$ cat src/rtl/pack_plateau_detector_pkg.sv
// Shared definitions for the preamble sync chain: detector state encoding,
// default threshold fractions and counter sizing.
package pack_plateau_detector_pkg;

    localparam logic [1:0] ST_IDLE = 2'd0;
    localparam logic [1:0] ST_CAND = 2'd1;
    localparam logic [1:0] ST_DET  = 2'd2;
    localparam logic [1:0] ST_HOLD = 2'd3;

    localparam int unsigned DEF_THR_SHIFT   = 4;
    localparam int unsigned DEF_THR_ON_NUM  = 12;
    localparam int unsigned DEF_THR_OFF_NUM = 8;

    // Bits needed to hold 0..max_val, never less than one.
    function automatic int unsigned cnt_w(input int unsigned max_val);
        return (max_val < 1) ? 1 : $clog2(max_val + 1);
    endfunction

endpackage

$ cat src/rtl/pack_thr_compare.sv
// Exact compare of corr_mag against NUM/2^THR_SHIFT of energy_mag, done at
// full width so neither side is truncated.
module pack_thr_compare #(
    parameter int unsigned DATA_W    = 32,
    parameter int unsigned THR_SHIFT = 4,
    parameter int unsigned NUM       = 12
) (
    input  logic [DATA_W-1:0] corr_mag,
    input  logic [DATA_W-1:0] energy_mag,
    output logic              greater_c,
    output logic              less_c
);

    localparam int unsigned LHS_W = DATA_W + THR_SHIFT;
    localparam int unsigned RHS_W = DATA_W + $clog2(NUM + 1);
    localparam int unsigned CMP_W = (LHS_W > RHS_W) ? LHS_W : RHS_W;

    logic [CMP_W-1:0] lhs;
    logic [CMP_W-1:0] rhs;

    assign lhs       = CMP_W'(corr_mag) << THR_SHIFT;
    assign rhs       = CMP_W'(energy_mag) * CMP_W'(NUM);
    assign greater_c = lhs > rhs;
    assign less_c    = lhs < rhs;

endmodule

$ cat src/rtl/pack_plateau_detector.sv
// Packet decision stage: hysteresis thresholds, minimum plateau with dropout
// tolerance, end-of-packet debounce and post-packet hold-off.
module pack_plateau_detector
    import pack_plateau_detector_pkg::*;
#(
    parameter int unsigned DATA_W      = 32,
    parameter int unsigned THR_SHIFT   = DEF_THR_SHIFT,
    parameter int unsigned THR_ON_NUM  = DEF_THR_ON_NUM,
    parameter int unsigned THR_OFF_NUM = DEF_THR_OFF_NUM,
    parameter int unsigned MIN_PLATEAU = 16,
    parameter int unsigned MAX_MISS    = 1,
    parameter int unsigned END_CNT     = 4,
    parameter int unsigned HOLDOFF     = 32,
    parameter int unsigned LEN_W       = 16
) (
    input  logic              CLK,
    input  logic              RST_n,
    input  logic              clr,
    input  logic [DATA_W-1:0] prod_avg_mag,
    input  logic [DATA_W-1:0] mag_sq_avg,
    input  logic              prod_avg_mag_Strobe,
    output logic              Pack_det,
    output logic              pack_start,
    output logic              pack_end,
    output logic              pak_strobe,
    output logic [LEN_W-1:0]  plateau_len,
    output logic [1:0]        state_o
);

    localparam int unsigned RUN_W  = cnt_w(MIN_PLATEAU);
    localparam int unsigned MISS_W = cnt_w(MAX_MISS);
    localparam int unsigned DROP_W = cnt_w(END_CNT);
    localparam int unsigned HOLD_W = cnt_w(HOLDOFF);

    if (THR_OFF_NUM > THR_ON_NUM || MIN_PLATEAU == 0) begin : g_param_check
        $error("pack_plateau_detector: need THR_OFF_NUM <= THR_ON_NUM and MIN_PLATEAU >= 1");
    end

    logic              above;
    logic              below;
    logic              on_less_unused;
    logic              off_greater_unused;

    logic [1:0]        state, state_nxt;
    logic [RUN_W-1:0]  run, run_nxt;
    logic [MISS_W-1:0] miss, miss_nxt;
    logic [DROP_W-1:0] drop, drop_nxt;
    logic [HOLD_W-1:0] hcnt, hcnt_nxt;
    logic [LEN_W-1:0]  len_nxt, len_inc;
    logic              start_nxt, end_nxt;

    logic [RUN_W:0]    run_inc;
    logic [DROP_W:0]   drop_inc;
    logic [HOLD_W:0]   hcnt_inc;

    pack_thr_compare #(
        .DATA_W(DATA_W), .THR_SHIFT(THR_SHIFT), .NUM(THR_ON_NUM)
    ) u_cmp_on (
        .corr_mag(prod_avg_mag), .energy_mag(mag_sq_avg),
        .greater_c(above), .less_c(on_less_unused)
    );

    pack_thr_compare #(
        .DATA_W(DATA_W), .THR_SHIFT(THR_SHIFT), .NUM(THR_OFF_NUM)
    ) u_cmp_off (
        .corr_mag(prod_avg_mag), .energy_mag(mag_sq_avg),
        .greater_c(off_greater_unused), .less_c(below)
    );

    // Counter increments carry one spare bit so limit compares cannot wrap.
    assign run_inc  = (RUN_W+1)'(run) + (RUN_W+1)'(1);
    assign drop_inc = (DROP_W+1)'(drop) + (DROP_W+1)'(1);
    assign hcnt_inc = (HOLD_W+1)'(hcnt) + (HOLD_W+1)'(1);
    assign len_inc  = (plateau_len == {LEN_W{1'b1}}) ? plateau_len : plateau_len + LEN_W'(1);
    assign state_o  = state;

    always_comb begin
        state_nxt = state;
        run_nxt   = run;
        miss_nxt  = miss;
        drop_nxt  = drop;
        hcnt_nxt  = hcnt;
        len_nxt   = plateau_len;
        start_nxt = 1'b0;
        end_nxt   = 1'b0;
        if (clr) begin
            state_nxt = ST_IDLE;
            run_nxt   = '0;
            miss_nxt  = '0;
            drop_nxt  = '0;
            hcnt_nxt  = '0;
            len_nxt   = '0;
        end else if (prod_avg_mag_Strobe) begin
            case (state)
                ST_IDLE: begin
                    if (above) begin
                        run_nxt  = RUN_W'(1);
                        miss_nxt = '0;
                        drop_nxt = '0;
                        len_nxt  = LEN_W'(1);
                        if (MIN_PLATEAU == 1) begin
                            state_nxt = ST_DET;
                            start_nxt = 1'b1;
                        end else begin
                            state_nxt = ST_CAND;
                        end
                    end
                end
                ST_CAND: begin
                    if (above) begin
                        run_nxt  = RUN_W'(run_inc);
                        miss_nxt = '0;
                        len_nxt  = len_inc;
                        if (run_inc == (RUN_W+1)'(MIN_PLATEAU)) begin
                            state_nxt = ST_DET;
                            start_nxt = 1'b1;
                            drop_nxt  = '0;
                        end
                    end else if (miss == MISS_W'(MAX_MISS)) begin
                        state_nxt = ST_IDLE;
                        run_nxt   = '0;
                        miss_nxt  = '0;
                        len_nxt   = '0;
                    end else begin
                        miss_nxt = miss + MISS_W'(1);
                    end
                end
                ST_DET: begin
                    len_nxt = len_inc;
                    if (!below) begin
                        drop_nxt = '0;
                    end else if (drop_inc >= (DROP_W+1)'(END_CNT)) begin
                        state_nxt = ST_HOLD;
                        end_nxt   = 1'b1;
                        drop_nxt  = '0;
                        run_nxt   = '0;
                        miss_nxt  = '0;
                        hcnt_nxt  = '0;
                    end else begin
                        drop_nxt = DROP_W'(drop_inc);
                    end
                end
                ST_HOLD: begin
                    // Plateau length stays frozen here so downstream can read it.
                    if (hcnt_inc >= (HOLD_W+1)'(HOLDOFF)) begin
                        state_nxt = ST_IDLE;
                        hcnt_nxt  = '0;
                        len_nxt   = '0;
                    end else begin
                        hcnt_nxt = HOLD_W'(hcnt_inc);
                    end
                end
                default: state_nxt = ST_IDLE;
            endcase
        end
    end

    always_ff @(posedge CLK or negedge RST_n) begin
        if (!RST_n) begin
            state       <= ST_IDLE;
            run         <= '0;
            miss        <= '0;
            drop        <= '0;
            hcnt        <= '0;
            plateau_len <= '0;
            Pack_det    <= 1'b0;
            pack_start  <= 1'b0;
            pack_end    <= 1'b0;
            pak_strobe  <= 1'b0;
        end else begin
            state       <= state_nxt;
            run         <= run_nxt;
            miss        <= miss_nxt;
            drop        <= drop_nxt;
            hcnt        <= hcnt_nxt;
            plateau_len <= len_nxt;
            Pack_det    <= (state_nxt == ST_DET);
            pack_start  <= start_nxt;
            pack_end    <= end_nxt;
            pak_strobe  <= prod_avg_mag_Strobe;
        end
    end

endmodule
$ cat config.mk
export PLATFORM = sky130hd
export DESIGN_NAME = pack_plateau_detector
export DESIGN_NICKNAME = d
export VERILOG_FILES = /design/src/rtl/pack_plateau_detector_pkg.sv /design/src/rtl/pack_thr_compare.sv /design/src/rtl/pack_plateau_detector.sv
export SDC_FILE = /design/constraint.sdc
export NUM_CORES = 1
export LEC_CHECK = 0
export BUFFER_PORTS_ARGS = -buffer_cell sky130_fd_sc_hd__buf_2
export CORE_MARGIN = 2
export CORE_UTILIZATION = 50
export DETAILED_ROUTE_END_ITERATION = 12
export GPL_TIMING_DRIVEN = 0
export PLACE_DENSITY = 0.86
export SLEW_MARGIN = 10
export SYNTH_ARGS = -nofsm -noshare
export SYNTH_HDL_FRONTEND = slang
export SYNTH_SLANG_ARGS = --single-unit
$ cat constraint.sdc
create_clock -name CLK -period 2.4 [get_ports CLK]
set_input_delay 0.24 -clock CLK [delete_from_list [all_inputs] [get_ports CLK]]
set_output_delay 0.24 -clock CLK [all_outputs]
set_load 0.005 [all_outputs]
==> results.py <==
metrics = {
    "layout": {
        "final_layout_size_suffix_gt1_share_pct": 28.26,
        "nets": 953,
        "antenna_cells": 0,
        "fin_area_mm2": 0.006855,
        "num-fill-cells": 801,
        "syn2layout_area_growth_pct": 28.74,
    },
    "synthesis": {
        "yosysUniqueCellTypes": 77,
        "ys.flop_type": "dfrtp_1",
        "synth_nets": 824,
        "async_flop_share_pct": 100.0,
        "synth_warnings": 0,
        "synthCells": 652,
        "avgSynthCellArea_um2": 8.167,
        "synth-edff-count": 0,
        "netlist_area_mm2": 0.005325,
        "ys_ff_latch": 37,
        "ys_seq_area_share_pct": 17.39,
    },
    "sta": {
        "slew_headroom_pct": 42.18,
        "finalWorstSetupSlack_ns": -2.214,
        "fmax_mhz": 216.8,
        "finalHoldViolCount": 0,
        "fin_setup_tns_ns": -60.61,
        "setup_viol": 31,
        "worstMarginPinSlew_ns": 0.8673,
        "rsz0062_at_grt": "true",
        "finalClockSkew_ns": 0.005345,
        "slew_viol_final": 0,
        "final.period_utilization_pct": 192.2,
        "fin_crit_ns": 4.614,
    },
    "clock_tree": {
        "cts_buffer_depth": 2,
        "clock-sinks": 37,
        "cts_max_level": 2,
        "clk_pin_slew_ns": 0.08,
        "clock_latency_ns": 0.30,
        "cts_tree": "done",
        "cts_buffers": 5,
        "ctsHoldBuffers": 0,
        "cts-root-buf": "clkbuf_8",
    },
    "route": {
        "ant_nets": 0,
        "dr_total_vias": 5750,
        "drc": 0,
        "wl_um": 16220,
        "wl_per_cell_um": 17.67,
        "detail_route.vias_per_cell": 6.264,
        "drt_iter0_markers": 336,
        "drtPass1Iterations": 5,
    },
    "critical_path": {
        "crit_fanout": 5,
        "critical_path.cell_chain": "buf_8 > and2_4 > fa_2 > a211oi_4 > o211ai_1 > nand4_1 > a31oi_4 > a311oi_2 > o21ai_1 > a21oi_2 > xor2_1 > ha_1 > and4_4 > nand4_1 > or3_4 > o21a_4 > a211oi_4 > buf_4 > nor2_4 > or3_4 > a21oi_2",
        "critPathKind": "in -> reg",
        "max_stage_delay_ns": 0.42,
        "start_kind": "input pin",
        "timing.critical_path.buf_inv": 2,
        "crit_family": "compound AO/OA/AOI/OAI gates",
        "slowest_stage": "or3_4",
        "critical_path_arrival_ns": 4.84,
        "cp_data_required_time_ns": 2.63,
        "endpoint_kind": "register",
    },
    "floorplan": {
        "coreArea_mm2": 0.01032,
        "die_w_um": 107.2,
        "start_util_pct": 51.58,
        "dieArea_mm2": 0.01149,
        "die_h_um": 107.2,
        "rows": 37,
        "io_pins": 90,
    },
    "run_status": {
        "violations": "setup timing",
        "status": "complete, but fails checks",
    },
    "global_routing": {
        "grt_pass1_vias": 5587,
        "antenna_found_initial": 0,
        "overflow": 0,
        "grt_max_degree": 38,
        "grt_pass1_wl_um": 25250,
        "grt_use_total_pct": 26.39,
    },
    "hold_path": {
        "hold_class": "in -> async",
    },
    "placement": {
        "portBuffers": 89,
        "routabilityCongestion": 0.9202,
        "placed_cell_area_mm2": 0.006112,
        "dp_hpwl_um": 11360,
    },
    "power": {
        "p_per_area_mw_per_mm2": 383.8,
        "peakVddDrop_v": 0.0002227,
        "p_leak_nw": 3.288,
    },
    "flow_run": {
        "maxCapViolations": 0,
    },
}
layout make-up:
class | instances | area [µm²] | share of cell area, %
inverter | 57 | 214.0 | 3.121
tap | 136 | 170.2 | 2.482
clock buffer | 5 | 68.82 | 1.004
multi-input combinational | 551 | 4678 | 68.24
buffer | 7 | 45.04 | 0.6571
timing repair buffer | 122 | 735.7 | 10.73
sequential | 37 | 925.9 | 13.51
clock inverter | 3 | 17.52 | 0.2555
kinds of logic after synthesis:
group,count (synthesis),synth area share (%)
fa+ha+maj,104,24.58
flops,37,17.39
buf+inv,64,4.676
simple gates,204,20.37
mux,6,1.151
xor+xnor,32,5.263
compound gates,205,26.57
timing repair:
action | CTS | global route
setup buffers | 20 | 13
pin swaps | 39 | 41
resized for setup | 50 | 36
setup endpoints to repair | 32 | 33
endpoints found under the hold margin | 0 | 0
cloned | 2 | 0
where the power goes:
group	switching, W	internal [W]
Combinational	0.000834	0.000678
Sequential	0.0000275	0.000639
Clock	0.000251	0.000201
Total	0.00111	0.00152
metal layers:
| layer | part of all wire [%] | vias up | GRT usage, % |
|---|---|---|---|
| li1 | - | 2722 | - |
| met1 | 41 | 2725 | 32.81 |
| met2 | 51 | 255 | 48.06 |
| met3 | 6.0 | 48 | 2.918 |
| met4 | 2.5 | 0 | 7.050 |
| met5 | 0 | - | 0 |
cells in the mapped netlist, types with 3 or more instances:
library cell | count | area share (%)
xnor2_1 | 13 | 2.1
ha_1 | 103 | 24
o21ai_0 | 39 | 3.7
inv_1 | 57 | 4.0
mux2i_1 | 5 | 0.94
dfrtp_1 | 37 | 17
clkbuf_1 | 5 | 0.35
and2_1 | 6 | 0.70
a21o_1 | 24 | 3.4
a21oi_1 | 49 | 4.6
a311oi_1 | 3 | 0.49
or3_1 | 4 | 0.47
o21a_1 | 6 | 0.85
nand2_1 | 39 | 2.7
a221o_1 | 3 | 0.56
xor2_1 | 19 | 3.1
a211o_1 | 5 | 0.82
a211oi_1 | 10 | 1.4
nor2_1 | 46 | 3.2
o31ai_1 | 3 | 0.42
and4_1 | 6 | 0.99
or4_1 | 3 | 0.42
a21oi_2 | 5 | 0.82
nand4_1 | 13 | 1.5
a31oi_1 | 12 | 1.4
a21o_2 | 3 | 0.49
and3_1 | 8 | 0.94
nor3_1 | 17 | 1.6
nor4_1 | 4 | 0.47
nor3b_1 | 6 | 0.85
o211ai_1 | 7 | 0.99
nand3_1 | 24 | 2.3
nor2b_1 | 7 | 0.82
flip-flops by register name, indices dropped and copies added (netlist names):
name	flops
plateau_len	16
hcnt	6
run	5
drop	3
state_o	2
Pack_det	1
miss	1
pack_end	1
pack_start	1
pak_strobe	1
metrics by stage:
stage	hold slack, ns	instances	util (%)	total power [W]	setup WS (ns)
finish	0.04613	918	66.40	0.002631	-2.214
floorplan	-0.05559	652	-	0.001572	-1.821
detailed placement	0.3843	877	59.20	0.001915	-2.580
global placement	0.3767	877	59.20	0.001856	-2.441
CTS	0.07059	907	64.00	0.002490	-2.147
global route	0.1115	918	66.40	0.002791	-2.403
cell usage in the layout, fill, tap and decap left out, types with 4 or more instances in the layout:
cell type  Yosys  routed
xnor2_1       13      13
a211o_1        5       5
a21oi_1       49      42
dfrtp_1       37      37
nor3_1        17      11
o21ai_1        2       5
ha_4           0       4
a31oi_4        0       4
xor2_1        19      18
buf_6          1       8
clkbuf_1       5       4
a21oi_2        5       9
inv_1         57      57
and3_1         8       7
and2_1         6       5
nor2b_1        7       7
nand2_1       39      39
nor3b_2        0       4
a21o_1        24      24
buf_4          0      27
clkbuf_8       0       5
o211ai_1       7       7
nor3_2         1       4
o21ai_0       39      30
a31oi_1       12       8
a211oi_1      10       5
nand3_1       24      23
and4_1         6       6
nor4_1         4       4
o21a_1         6       6
buf_2          1      87
mux2i_1        5       4
nor2_1        46      44
ha_1         103      99
nand4_1       13      13
final timing paths:
| path | from | to | slack (ns) | cells after the start |
|---|---|---|---|---|
| setup / recovery | mag_sq_avg[1] | plateau_len[9] | -2.21 | 21 |
| hold / removal | RST_n | hcnt[4] | 0.05 | 1 |
| setup reg to reg | hcnt[0] | plateau_len[9] | -0.76 | 9 |
| hold reg to reg | hcnt[5] | hcnt[5] | 0.52 | 2 |
| max in group asynchronous | RST_n | run[2] | 1.82 | 1 |
| min in group CLK | prod_avg_mag_Strobe | pak_strobe | 0.20 | 1 |
No activity file was read; power rests on OpenSTA's default activity.
